`config.mk`:
```
export PLATFORM = sky130hd
export DESIGN_NAME = tx_packet_scheduler
export DESIGN_NICKNAME = d
export VERILOG_FILES = /design/src/rtl/usb_tx_pkg.sv /design/src/rtl/rr_arbiter.sv /design/src/rtl/tx_packet_scheduler.sv
export SDC_FILE = /design/constraint.sdc
export NUM_CORES = 1
export LEC_CHECK = 0
export CAP_MARGIN = 0
export CORE_MARGIN = 5
export CORE_UTILIZATION = 55
export CTS_BUF_LIST = sky130_fd_sc_hd__clkbuf_4 sky130_fd_sc_hd__clkbuf_8
export DETAILED_ROUTE_END_ITERATION = 10
export DONT_BUFFER_PORTS = 1
export PLACE_DENSITY_LB_ADDON = 0.1
export SLEW_MARGIN = 20
export SYNTH_ARGS = -nofsm -noshare
export SYNTH_HDL_FRONTEND = slang
export SYNTH_HIERARCHICAL = 1
export SYNTH_SLANG_ARGS = --single-unit
```
`constraint.sdc`:
```
create_clock -name clk -period 3.5 [get_ports clk]
set_clock_uncertainty 0.15 [all_clocks]
set_input_delay 1.05 -clock clk [delete_from_list [all_inputs] [get_ports clk]]
set_output_delay 1.05 -clock clk [all_outputs]
set_load 0.05 [all_outputs]
```
`src/rtl/usb_tx_pkg.sv`:
```
// Shared types and constants for the USB transmit packet scheduler.
package usb_tx_pkg;

  typedef enum logic [1:0] {
    StIdle,
    StArb,
    StWait,
    StGap
  } sched_state_t;

  localparam logic [7:0] PID_OUT   = 8'h1E;
  localparam logic [7:0] PID_DATA0 = 8'h3C;
  localparam logic [7:0] PID_ACK   = 8'h2D;

  function automatic int unsigned rr_next(input int unsigned idx, input int unsigned n);
    return (idx + 1 == n) ? 0 : idx + 1;
  endfunction

endpackage

```
`src/rtl/rr_arbiter.sv`:
```
// Combinational round-robin pick: first set request scanning from ptr upwards, wrapping.
module rr_arbiter #(
  parameter int unsigned N = 3,
  localparam int unsigned IdxW = (N > 1) ? $clog2(N) : 1
) (
  input  logic [N-1:0]    req,
  input  logic [IdxW-1:0] ptr,
  output logic [N-1:0]    win,
  output logic [IdxW-1:0] win_idx,
  output logic            any
);

  logic            found;
  logic [IdxW-1:0] cand;

  always_comb begin
    found   = 1'b0;
    cand    = '0;
    win_idx = '0;
    for (int unsigned k = 0; k < N; k++) begin
      cand = IdxW'((32'(ptr) + k) % N);
      if (!found && req[cand]) begin
        found   = 1'b1;
        win_idx = cand;
      end
    end
    win = '0;
    win[win_idx] = found;
    any = found;
  end

endmodule

```
`src/rtl/tx_packet_scheduler.sv`:
```
// Shares one USB transmit engine among several packet sources with round-robin
// arbitration, a forced inter-packet gap and a per-packet watchdog abort.
module tx_packet_scheduler #(
  parameter int unsigned NUM_REQ    = 3,
  parameter int unsigned LEN_W      = 7,
  parameter int unsigned IPG_CYCLES = 4,
  parameter int unsigned TIMEOUT    = 1024
) (
  input  logic                     clk,
  input  logic                     rst,
  input  logic [NUM_REQ-1:0]       req,
  input  logic [8*NUM_REQ-1:0]     req_pid,
  input  logic [LEN_W*NUM_REQ-1:0] req_len,
  output logic [NUM_REQ-1:0]       gnt,
  output logic [NUM_REQ-1:0]       done,
  output logic [NUM_REQ-1:0]       err,
  output logic                     tx_start,
  output logic [7:0]               tx_pid,
  output logic [LEN_W-1:0]         tx_len,
  input  logic                     tx_busy,
  input  logic                     tx_done,
  output logic                     tx_abort
);

  import usb_tx_pkg::*;

  localparam int unsigned IdxW = (NUM_REQ > 1) ? $clog2(NUM_REQ) : 1;
  localparam int unsigned WdW  = $clog2(TIMEOUT + 1);
  localparam int unsigned GapW = $clog2(IPG_CYCLES + 1);
  localparam logic [WdW-1:0]  WdLast  = WdW'(TIMEOUT - 1);
  localparam logic [WdW-1:0]  WdMax   = WdW'(TIMEOUT);
  localparam logic [GapW-1:0] GapLast = GapW'(IPG_CYCLES - 1);

  sched_state_t state_q, state_d;
  logic [IdxW-1:0]    rr_ptr_q, rr_ptr_d;
  logic [IdxW-1:0]    owner_q, owner_d;
  logic [WdW-1:0]     wd_q, wd_d;
  logic [GapW-1:0]    gap_q, gap_d;
  logic [NUM_REQ-1:0] gnt_q, gnt_d;
  logic [NUM_REQ-1:0] done_q, done_d;
  logic [NUM_REQ-1:0] err_q, err_d;
  logic               tx_start_q, tx_start_d;
  logic               tx_abort_q, tx_abort_d;
  logic [7:0]         pid_q, pid_d;
  logic [LEN_W-1:0]   len_q, len_d;

  logic [NUM_REQ-1:0] arb_win;
  logic [IdxW-1:0]    arb_idx;
  logic               arb_any;

  rr_arbiter #(
    .N(NUM_REQ)
  ) u_arb (
    .req     (req),
    .ptr     (rr_ptr_q),
    .win     (arb_win),
    .win_idx (arb_idx),
    .any     (arb_any)
  );

  always_comb begin
    state_d    = state_q;
    rr_ptr_d   = rr_ptr_q;
    owner_d    = owner_q;
    wd_d       = wd_q;
    gap_d      = gap_q;
    gnt_d      = gnt_q;
    pid_d      = pid_q;
    len_d      = len_q;
    done_d     = '0;
    err_d      = '0;
    tx_start_d = 1'b0;
    tx_abort_d = 1'b0;
    unique case (state_q)
      StIdle: begin
        if (|req && !tx_busy) state_d = StArb;
      end
      StArb: begin
        if (arb_any) begin
          owner_d    = arb_idx;
          gnt_d      = arb_win;
          pid_d      = req_pid[8*arb_idx +: 8];
          len_d      = req_len[LEN_W*arb_idx +: LEN_W];
          tx_start_d = 1'b1;
          wd_d       = '0;
          state_d    = StWait;
        end else begin
          state_d = StIdle;
        end
      end
      StWait: begin
        // Completion takes priority over a coincident watchdog expiry.
        if (tx_done || wd_q == WdLast) begin
          done_d   = tx_done ? gnt_q : '0;
          err_d    = tx_done ? '0 : gnt_q;
          tx_abort_d = !tx_done;
          gnt_d    = '0;
          rr_ptr_d = IdxW'(rr_next(32'(owner_q), NUM_REQ));
          gap_d    = '0;
          state_d  = StGap;
        end else if (wd_q != WdMax) begin
          wd_d = wd_q + 1'b1;
        end
      end
      StGap: begin
        if (gap_q == GapLast) state_d = StIdle;
        else gap_d = gap_q + 1'b1;
      end
      default: state_d = StIdle;
    endcase
  end

  always_ff @(posedge clk) begin
    if (rst) begin
      state_q    <= StIdle;
      rr_ptr_q   <= '0;
      owner_q    <= '0;
      wd_q       <= '0;
      gap_q      <= '0;
      gnt_q      <= '0;
      done_q     <= '0;
      err_q      <= '0;
      tx_start_q <= 1'b0;
      tx_abort_q <= 1'b0;
      pid_q      <= '0;
      len_q      <= '0;
    end else begin
      state_q    <= state_d;
      rr_ptr_q   <= rr_ptr_d;
      owner_q    <= owner_d;
      wd_q       <= wd_d;
      gap_q      <= gap_d;
      gnt_q      <= gnt_d;
      done_q     <= done_d;
      err_q      <= err_d;
      tx_start_q <= tx_start_d;
      tx_abort_q <= tx_abort_d;
      pid_q      <= pid_d;
      len_q      <= len_d;
    end
  end

  assign gnt      = gnt_q;
  assign done     = done_q;
  assign err      = err_q;
  assign tx_start = tx_start_q;
  assign tx_abort = tx_abort_q;
  assign tx_pid   = pid_q;
  assign tx_len   = len_q;

endmodule

```
Yosys cells after proc, flatten, opt, wreduce, memory -nomap -nowiden
Cells that the tools add are included.
Storage, ports and cells
  register bits after elaboration: 46
  latch bits: 0
  memory bits (writable): 0
  bits in read-only memories: 0
  bits of input ports: 52
  output and inout port bits: 26
  word-level logic and storage cells: 100
  memories kept: 0
Operators by class
  add/subtract/negate cells: 5
  $mul: 1
  divide/modulo/power cells: 3
  magnitude comparators: 5
  equality and inequality tests: 14
  shifts and indexed selects: 2
  muxes and demuxes: 30
  bitwise logic cells: 5
  reductions and logical operators: 23
Operators with widths (count)
  $mod 32x2->32 const B: 2
  $mux 11: 3
  $mod 2x2->32 const B: 1
  $shiftx 24x6->8: 1
  $pmux 11 s2: 1
  $shiftx 21x6->7: 1
  $mux 2: 8
  $ne 2x2->1 const B: 7
  $lt 2x3->1 const B: 4
  $pmux 3 s2: 2
  $add 11x1->11 const B: 1
  $eq 11x10->1 const B: 1
  $ne 11x11->1 const B: 1
  $mux 3: 3
  $reduce_and 3->1: 3
  $mux 1: 8
  $pmux 2 s4: 1
  $reduce_or 4->1: 2
  $add 2x1->3 const B: 2
  $bmux 1 s2: 3
  $eq 3x2->1 const B: 2
  $reduce_or 3->1: 2
  $mul 3x2->5 const A: 1
  $eq 2x2->1 const B: 2
  15 further kinds: 26

Logic depth before layout (Yosys ltp)
Gate-level depths: netlist of the first run.
  word-level depth: 17
  gate-level depth with buffers: 13
  gate-level depth less buffers: 10

Modules after synthesis
The synthesis of the first run kept the hierarchy.
Modules (own cells, without submodules)
  tx_packet_scheduler: instances 1, cells each 264, area each 2249.7 um^2, seq. area each 920.9 um^2
  rr_arbiter: instances 1, cells each 42, area each 330.3 um^2, seq. area each 0.0 um^2

Worst setup path before layout of the first run
No wires, ideal clock.
  kind: in2reg
  from: input port req[1]
  to: register len_q[4] (netlist: tx_len[4])
  library setup time: 0.078 ns
  arrival time: 2.825 ns
  required time: 3.272 ns
  path slack: 0.447 ns
  stages on the path: 9
  buffers on the path: 2
  cells stage by stage: and3b_1 o21bai_4 o21a_1 o21ba_1 clkbuf_1 nor2b_1 clkbuf_1 a211oi_1 nor3_1
Between the ends
  longest elaborated chain between the ends: 11
  elaborated cells between the ends (all ways): 19
  classes of those cells: mul: 1; shift: 1; mux: 12; reduce/logical: 5
RTL lines
  start, declared: line tx_packet_scheduler.sv:11  | input logic [NUM_REQ-1:0] req,
  $bmux 1 s2: line rr_arbiter.sv:22  | if (!found && req[cand]) begin
  $mux 1 (not written as such): line rr_arbiter.sv:22
  $mux 1: line rr_arbiter.sv:22
  $logic_not 1->1: line rr_arbiter.sv:22
  $logic_and 1x1->1: line rr_arbiter.sv:22
  $mux 1: line rr_arbiter.sv:22
  $logic_not 1->1: line rr_arbiter.sv:22
  $logic_and 1x1->1: line rr_arbiter.sv:22
  $mux 2 *: line rr_arbiter.sv:22
  net arb_idx[1]: line tx_packet_scheduler.sv:48  | logic [IdxW-1:0] arb_idx;
  $mul 3x2->5 *: line tx_packet_scheduler.sv:83  | len_d = req_len[LEN_W*arb_idx +: LEN_W];
  $shiftx 21x6->7 *: line tx_packet_scheduler.sv:83
  end signal, assigned: line tx_packet_scheduler.sv:139  | len_q <= len_d;
  end, declared: line tx_packet_scheduler.sv:45  | logic [LEN_W-1:0] len_q, len_d;
Mark *: on every way through the listed nets, which the timed path passes. The rest lies on a longest branch. The select of a mux whose other input is x is not followed.
A chain may end at the register's enable or synchronous reset.

Final worst setup path of the first run
  from: register rr_ptr_q[0]
  to: register len_q[0] (netlist: tx_len[0])
Between the ends
  longest elaborated chain between the ends: 12
  elaborated cells between the ends (all ways): 24
  classes of those cells: add/sub: 2; mul: 1; div: 3; shift: 1; mux: 12; reduce/logical: 5
RTL lines
  start, declared: line tx_packet_scheduler.sv:35  | logic [IdxW-1:0] rr_ptr_q, rr_ptr_d;
  start signal, assigned: line tx_packet_scheduler.sv:129  | rr_ptr_q <= rr_ptr_d;
  parallel branches: the longest is 9 deep, another holds $mod 32x2->32
  $mux 2 *: line rr_arbiter.sv:22
  net arb_idx[0]: line tx_packet_scheduler.sv:48
  $mul 3x2->5 *: line tx_packet_scheduler.sv:83
  $shiftx 21x6->7 *: line tx_packet_scheduler.sv:83
Mark *: on every way through the listed nets, which the timed path passes. The select of a mux whose other input is x is not followed.

==> run_results.csv, run 1 <==
group,metric,value,unit
layout,final_common_cell,"dfxtp_1",
cts,postCtsHoldBufs,0,
yosys,yosys.area.top_type_share,0.3569,
floorplanning,initial_utilization,0.5573,
drt,drt_iter0_markers,89,
cts,path_clk_slew,0.09,ns
worst_setup_path,crit_arrival,2.87,ns
power,seq_power_share,0.524,
power,swShare,0.3184,
worst_setup_path,cp_cell_sequence,"inv_1 -> ha_1 -> a221o_1 -> a21o_1 -> a31oi_1 -> nor2_2 -> buf_4 -> nor2b_1 -> buf_4 -> a211oi_1 -> nor3_1",
global_routing,grt_first_pass_wirelength,10120,um
worst_setup_path,crit_top_cell,"buf_4",
drt,ant_nets,0,
min_path,hold_path.class,"reg2reg",
layout,drive_gt1_frac,0.08108,
sta,setup_viol,0,
min_path,min_to,"owner_q[0]$_SDFFE_PP0P_",
floorplanning,die_x,78.49,um
yosys,synth-seq-area-share,0.3569,
sta,period_minus_slack,2.800,ns
yosys,synth_cell_types,55,
worst_setup_path,worst_r2r_path_depth,11,
drt,vias,2195,
yosys,synth-edff-count,0,
power,power_frac_comb,0.166,
flow_run,cap_violations,0,
place,dp_hpwl,4315,um
power,switchingPower,0.3967,mW
yosys,async_flop_share,0,
global_routing,grt.total_usage,0.2008,
drt,drtPass1Iterations,4,
layout,diodes,0,
place,port_buffers,0,
cts,cts_root_buf,"clkbuf_8",
drt,via_per_inst,6.271,
drt,wl_per_cell,16.78,um
yosys,synth_area_leader_cell,"dfxtp_1",
sta,fmax,0.3572,GHz
worst_setup_path,reg2reg_setup_slack,0.70,ns
worst_setup_path,cp-end-kind,"flip-flop",
sta,setup_tns,0,ns
power,p_per_area,462.3,nW/um2
cts,clock_latency,0.29,ns
floorplanning,pin_count,78,
floorplanning,rows,25,
place,gp_congestion,0.8827,
floorplanning,die_h,78.49,um
layout,nets,355,
power,leakagePower,0.9431,nW
sta,max_slew.worst_pin.slew,0.6696,ns
power,power.internal,0.8493,mW
worst_setup_path,r2r_start,"rr_ptr_q[0]$_SDFFE_PP0P_",
min_path,whs_path_depth,2,
worst_setup_path,start_kind,"flip-flop",
worst_setup_path,path_class,"reg2reg",
yosys,yosys_warnings,6,
layout,syn_to_final_growth,4.462,%
worst_setup_path,worst_path_largest_cell_delay,0.43,ns
power,power_frac_clock,0.310,
global_routing,grt_max_degree,34,
min_path,min-delay-start,"owner_q[0]$_SDFFE_PP0P_",
sta,maxSlewHeadroom,0.5536,
cts,htree_levels,2,
layout,final_cell_mix,"46 x dfxtp_1, 38 x nor2_1, 19 x nor3_1, 18 x mux2i_1, 18 x nand2_1",
sta,slew_viol_final,0,
sta,setup_ws,0.7005,ns
worst_setup_path,required,3.57,ns
worst_setup_path,path_max_fanout,17,
cts,cts.sinks,46,
worst_setup_path,critPathSlowestCell,"ha_1",
yosys,synthFlopType,"dfxtp_1",
place,preCtsSetupSlack,0.5738,ns
yosys,synth_area_leaders,"dfxtp_1 36%, mux2i_1 7.0%, nor2_1 5.7%",
yosys,synthesis.nets,366,
yosys,synth_area,2580,um2
cts,cts_buffer_depth,2,
drt,drc,0,
yosys,synthCells,306,
cts,postCtsSetupRepairBufs,0,
yosys,ys_ff_latch,46,
cts,cts_tree,"built",
yosys,avgSynthCellArea,8.431,um2
cts,post_cts_resized,0,
drt,wirelength,5872,um
global_routing,grt_overflow,0,
worst_setup_path,r2r-end,"tx_len[0]$_SDFFE_PP0P_",
sta,fin_crit_sh,0.7999,
power,ir_drop,267.5,uV
global_routing,antenna_found_initial,0,
floorplanning,core_area,4629,um2
floorplanning,die_area,6161,um2
sta,grt_setup_unrepaired,"false",
sta,hold_viol_final,0,
run_status,status,"finished, final reports clean",
cts,cts_buffers,5,
global_routing,grt_pass1_vias,2223,
[through the flow]
stage	hold slack [ns]	utilization	instances	total power [mW]	instance area [um2]
floorplan	0.2892	-	306	0.8338	2580
global placement	0.2931	0.5576	342	0.8719	2581
detailed placement	0.3006	0.5576	342	0.8738	2581
CTS	0.3144	0.5822	350	1.262	2695
global route	0.3513	0.5822	350	1.315	2695
finish	0.3084	0.5822	350	1.246	2695
[power groups by stage]
| stage | Combinational, mW | Sequential (mW) | Clock, mW |
|---|---|---|---|
| 2_1_floorplan | 0.178 | 0.656 | 0 |
| 3_3_place_gp | 0.205 | 0.667 | 0 |
| 3_5_place_dp | 0.207 | 0.667 | 0 |
| 4_1_cts | 0.208 | 0.654 | 0.400 |
| 5_1_grt | 0.235 | 0.659 | 0.422 |
| 6_report | 0.206 | 0.654 | 0.386 |
[worst max path at each step]
stage                                   from                endpoint  cells past startpoint
floorplan                             req[1]  tx_len[4]$_SDFFE_PP0P_                      9
global placement                      req[1]  tx_len[3]$_SDFFE_PP0P_                      9
detailed placement                    req[2]  tx_len[0]$_SDFFE_PP0P_                      9
CTS                 rr_ptr_q[0]$_SDFFE_PP0P_  tx_len[0]$_SDFFE_PP0P_                     11
global route        rr_ptr_q[0]$_SDFFE_PP0P_  tx_pid[1]$_SDFFE_PP0P_                     10
finish              rr_ptr_q[0]$_SDFFE_PP0P_  tx_len[0]$_SDFFE_PP0P_                     11
[critical path: cells and delay by family (launching register included)]
kind                     cells  cell delay [ns]
AO/OA/AOI/OAI                4             0.85
adder cells (fa/ha/maj)      1             0.43
buffers and inverters        3             0.53
flip-flops                   1             0.39
AND/OR/NAND/NOR              3             0.35
[per-layer routing]
layer  vias up  track usage  part of all wire
li1       1113            -                 -
met1       997       0.2414              0.45
met2        81       0.3467              0.46
met3         4      0.05849             0.076
met4         0      0.05769            0.0090
met5         -            0                 0
[cell families after synthesis]
kind of cell / count (synthesis) / share of synthesized area
AO/OA/AOI/OAI: 83 / 0.2357
adder cells (fa/ha/maj): 8 / 0.03880
buffers and inverters: 30 / 0.05140
flip-flops: 46 / 0.3569
multiplexers: 19 / 0.07517
AND/OR/NAND/NOR: 120 / 0.2420
[flip-flops by register name, indices dropped and copies added, names as in the netlist, named ones only]
register and flops:
tx_start 1, rr_ptr_q 2, gnt 3, tx_abort 1, owner_q 2, done 3
tx_len 7, gap_q 3, wd_q 11, err 3, state_q 1, tx_pid 8
[cell usage after synthesis, types with 2 or more instances]
| master | instances |
|---|---|
| o22ai_1 | 2 |
| o21ba_1 | 2 |
| and3_2 | 2 |
| nand2b_1 | 5 |
| nand2_1 | 18 |
| nor4_1 | 2 |
| o22a_1 | 2 |
| nand4_1 | 5 |
| dfxtp_1 | 46 |
| buf_4 | 2 |
| buf_2 | 4 |
| ha_1 | 8 |
| inv_1 | 7 |
| nor3_1 | 19 |
| o21ai_0 | 10 |
| o211ai_1 | 4 |
| nand4b_1 | 2 |
| and4_1 | 2 |
| o311ai_0 | 7 |
| nor2b_1 | 4 |
| a211oi_1 | 15 |
| a31oi_1 | 4 |
| clkbuf_1 | 15 |
| and3_1 | 4 |
| o21a_1 | 3 |
| and2_1 | 4 |
| nor2_1 | 39 |
| mux2i_1 | 18 |
| nand3b_1 | 2 |
| nand3_1 | 3 |
| a21oi_1 | 17 |
| o31ai_1 | 6 |
[cell type report]
type	instances	area (um2)
fill	439	1934
clock buffer	5	68.82
multi-input combinational	230	1529
clock inverter	3	45.04
inverter	7	26.28
sequential	46	920.9
tap	54	67.56
timing repair buffer	5	37.54
(Power assumes the default switching activity.)
==> run 2: changes to the inputs <==
- clock period: 3.5 -> 2.5 ns (I/O delays scaled with it)
==> run_results.csv, run 2 (synthesis results as in run 1) <==
group,metric,value,unit
sta,fmax,0.3964,GHz
place,port_buffers,0,
global_routing,grt_first_pass_wirelength,10700,um
cts,cts.sinks,46,
layout,largest_reg_flops,11,
sta,period_minus_slack,2.522,ns
place,preCtsSetupSlack,-0.07177,ns
power,p_per_area,578.4,nW/um2
floorplanning,initial_utilization,0.5573,
worst_setup_path,path_max_fanout,8,
cts,cts_tree,"built",
cts,path_clk_slew,0.09,ns
power,leakagePower,1.093,nW
cts,cts_buffer_depth,2,
floorplanning,die_x,78.49,um
run_status,status,"finished with violations",
power,power.internal,1.182,mW
cts,postCtsHoldBufs,0,
place,dp_hpwl,4458,um
drt,vias,2344,
cts,cts_buffers,5,
sta,slew_viol_final,0,
global_routing,grt_pass1_vias,2308,
global_routing,grt_overflow,0,
power,swShare,0.3379,
sta,setup_ws,-0.02244,ns
floorplanning,pin_count,78,
sta,fin_crit_sh,1.009,
worst_setup_path,cp-end-kind,"flip-flop",
layout,drive_gt1_frac,0.2264,
drt,drtPass1Iterations,4,
worst_setup_path,path_class,"reg2reg",
worst_setup_path,required,2.54,ns
floorplanning,core_area,4629,um2
layout,final_cell_mix,"44 x dfxtp_1, 38 x nor2_1, 21 x buf_4, 18 x nor3_1, 18 x nand2_1",
sta,maxSlewHeadroom,0.6034,
run_status,violations,"negative setup slack",
drt,drt_iter0_markers,140,
worst_setup_path,reg2reg_setup_slack,-0.02,ns
layout,fill_cells,397,
floorplanning,die_area,6161,um2
layout,diodes,0,
layout,syn_to_final_growth,19.59,%
layout,top_register,"wd_q",
drt,via_per_inst,6.301,
drt,wirelength,6510,um
power,switchingPower,0.6031,mW
place,gp_congestion,0.8053,
power,seq_power_share,0.510,
floorplanning,die_h,78.49,um
flow_run,cap_violations,0,
sta,hold_viol_final,0,
sta,grt_setup_unrepaired,"true",
cts,htree_levels,2,
floorplanning,rows,25,
sta,timing.hold.ws,0.3183,ns
power,power_frac_comb,0.233,
drt,wl_per_cell,17.50,um
min_path,hold_path.class,"reg2reg",
power,power_frac_clock,0.257,
drt,drc,0,
power,ir_drop,427.8,uV
global_routing,antenna_found_initial,0,
worst_setup_path,crit_arrival,2.56,ns
drt,ant_nets,0,
cts,clock_latency,0.29,ns
global_routing,grt.total_usage,0.2118,
cts,cts_root_buf,"clkbuf_8",
worst_setup_path,start_kind,"flip-flop",
layout,nets,377,
layout,final_common_cell,"dfxtp_1",
global_routing,grt_max_degree,34,
sta,setup_viol,1,
sta,max_slew.worst_pin.slew,0.5941,ns
-- run 2: layout make-up --
class                           count  area [um2]  share of cell area
Clock buffer                        6       76.32             0.02474
Clock inverter                      2       13.76            0.004461
Inverter                            7       28.78            0.009327
Sequential cell                    46       928.4              0.3009
Timing Repair Buffer               27       267.8             0.08678
Multi-Input combinational cell    230        1703              0.5519
Tap cell                           54       67.56             0.02190
-- run 2: layer usage --
metal / track usage / routed length [um] / up-vias
met5: 0 / 0 / -
met4: 0.06119 / 73 / 0
met3: 0.07110 / 470 / 6
met2: 0.3322 / 2953 / 80
met1: 0.2762 / 3013 / 1099
li1: - / - / 1159
-- run 2: power by group through the flow --
stage | logic (mW) | clock network (mW) | registers, mW
2_1_floorplan | 0.263 | 0 | 0.919
3_3_place_gp | 0.332 | 0 | 0.928
3_5_place_dp | 0.337 | 0 | 0.929
4_1_cts | 0.379 | 0.472 | 0.910
5_1_grt | 0.456 | 0.509 | 0.916
6_report | 0.417 | 0.458 | 0.910
-- run 2: path summary, 6_finish.rpt --
path	start	depth (start not counted)	to
setup / recovery	rr_ptr_q[0]$_SDFFE_PP0P_	13	tx_pid[5]$_SDFFE_PP0P_
hold / removal	owner_q[1]$_SDFFE_PP0P_	2	owner_q[1]$_SDFFE_PP0P_
setup reg to reg	rr_ptr_q[0]$_SDFFE_PP0P_	13	tx_pid[5]$_SDFFE_PP0P_
hold reg to reg	owner_q[1]$_SDFFE_PP0P_	2	owner_q[1]$_SDFFE_PP0P_
-- run 2: through the flow --
stage | power (mW) | setup TNS [ns] | instance area [um2] | utilization | cells
finish | 1.785 | -0.02244 | 3085 | 0.6665 | 372
global placement | 1.260 | -0.06201 | 2716 | 0.5868 | 353
detailed placement | 1.266 | -0.4420 | 2716 | 0.5868 | 353
global route | 1.882 | -0.4558 | 3085 | 0.6665 | 372
floorplan | 1.182 | 0 | 2614 | - | 306
CTS | 1.761 | 0 | 2940 | 0.6351 | 366
-- run 2: critical path: stages (launching register included) --
cell	delay, ns
dfxtp_4	0.39
inv_4	0.05
buf_6	0.11
ha_4	0.16
a221o_1	0.28
a21o_1	0.18
a31oi_4	0.23
nor2_4	0.08
buf_6	0.14
buf_16	0.13
mux2i_1	0.14
nor2_1	0.07
a211oi_2	0.22
nor3_2	0.07
-- run 2: timing repair --
| action | in CTS | in global routing |
|---|---|---|
| buffers inserted | 4 | 6 |
| endpoints found under the setup margin | 22 | 22 |
| cloned | 1 | 0 |
| gates resized for setup | 15 | 30 |
| pin swaps | 4 | 11 |
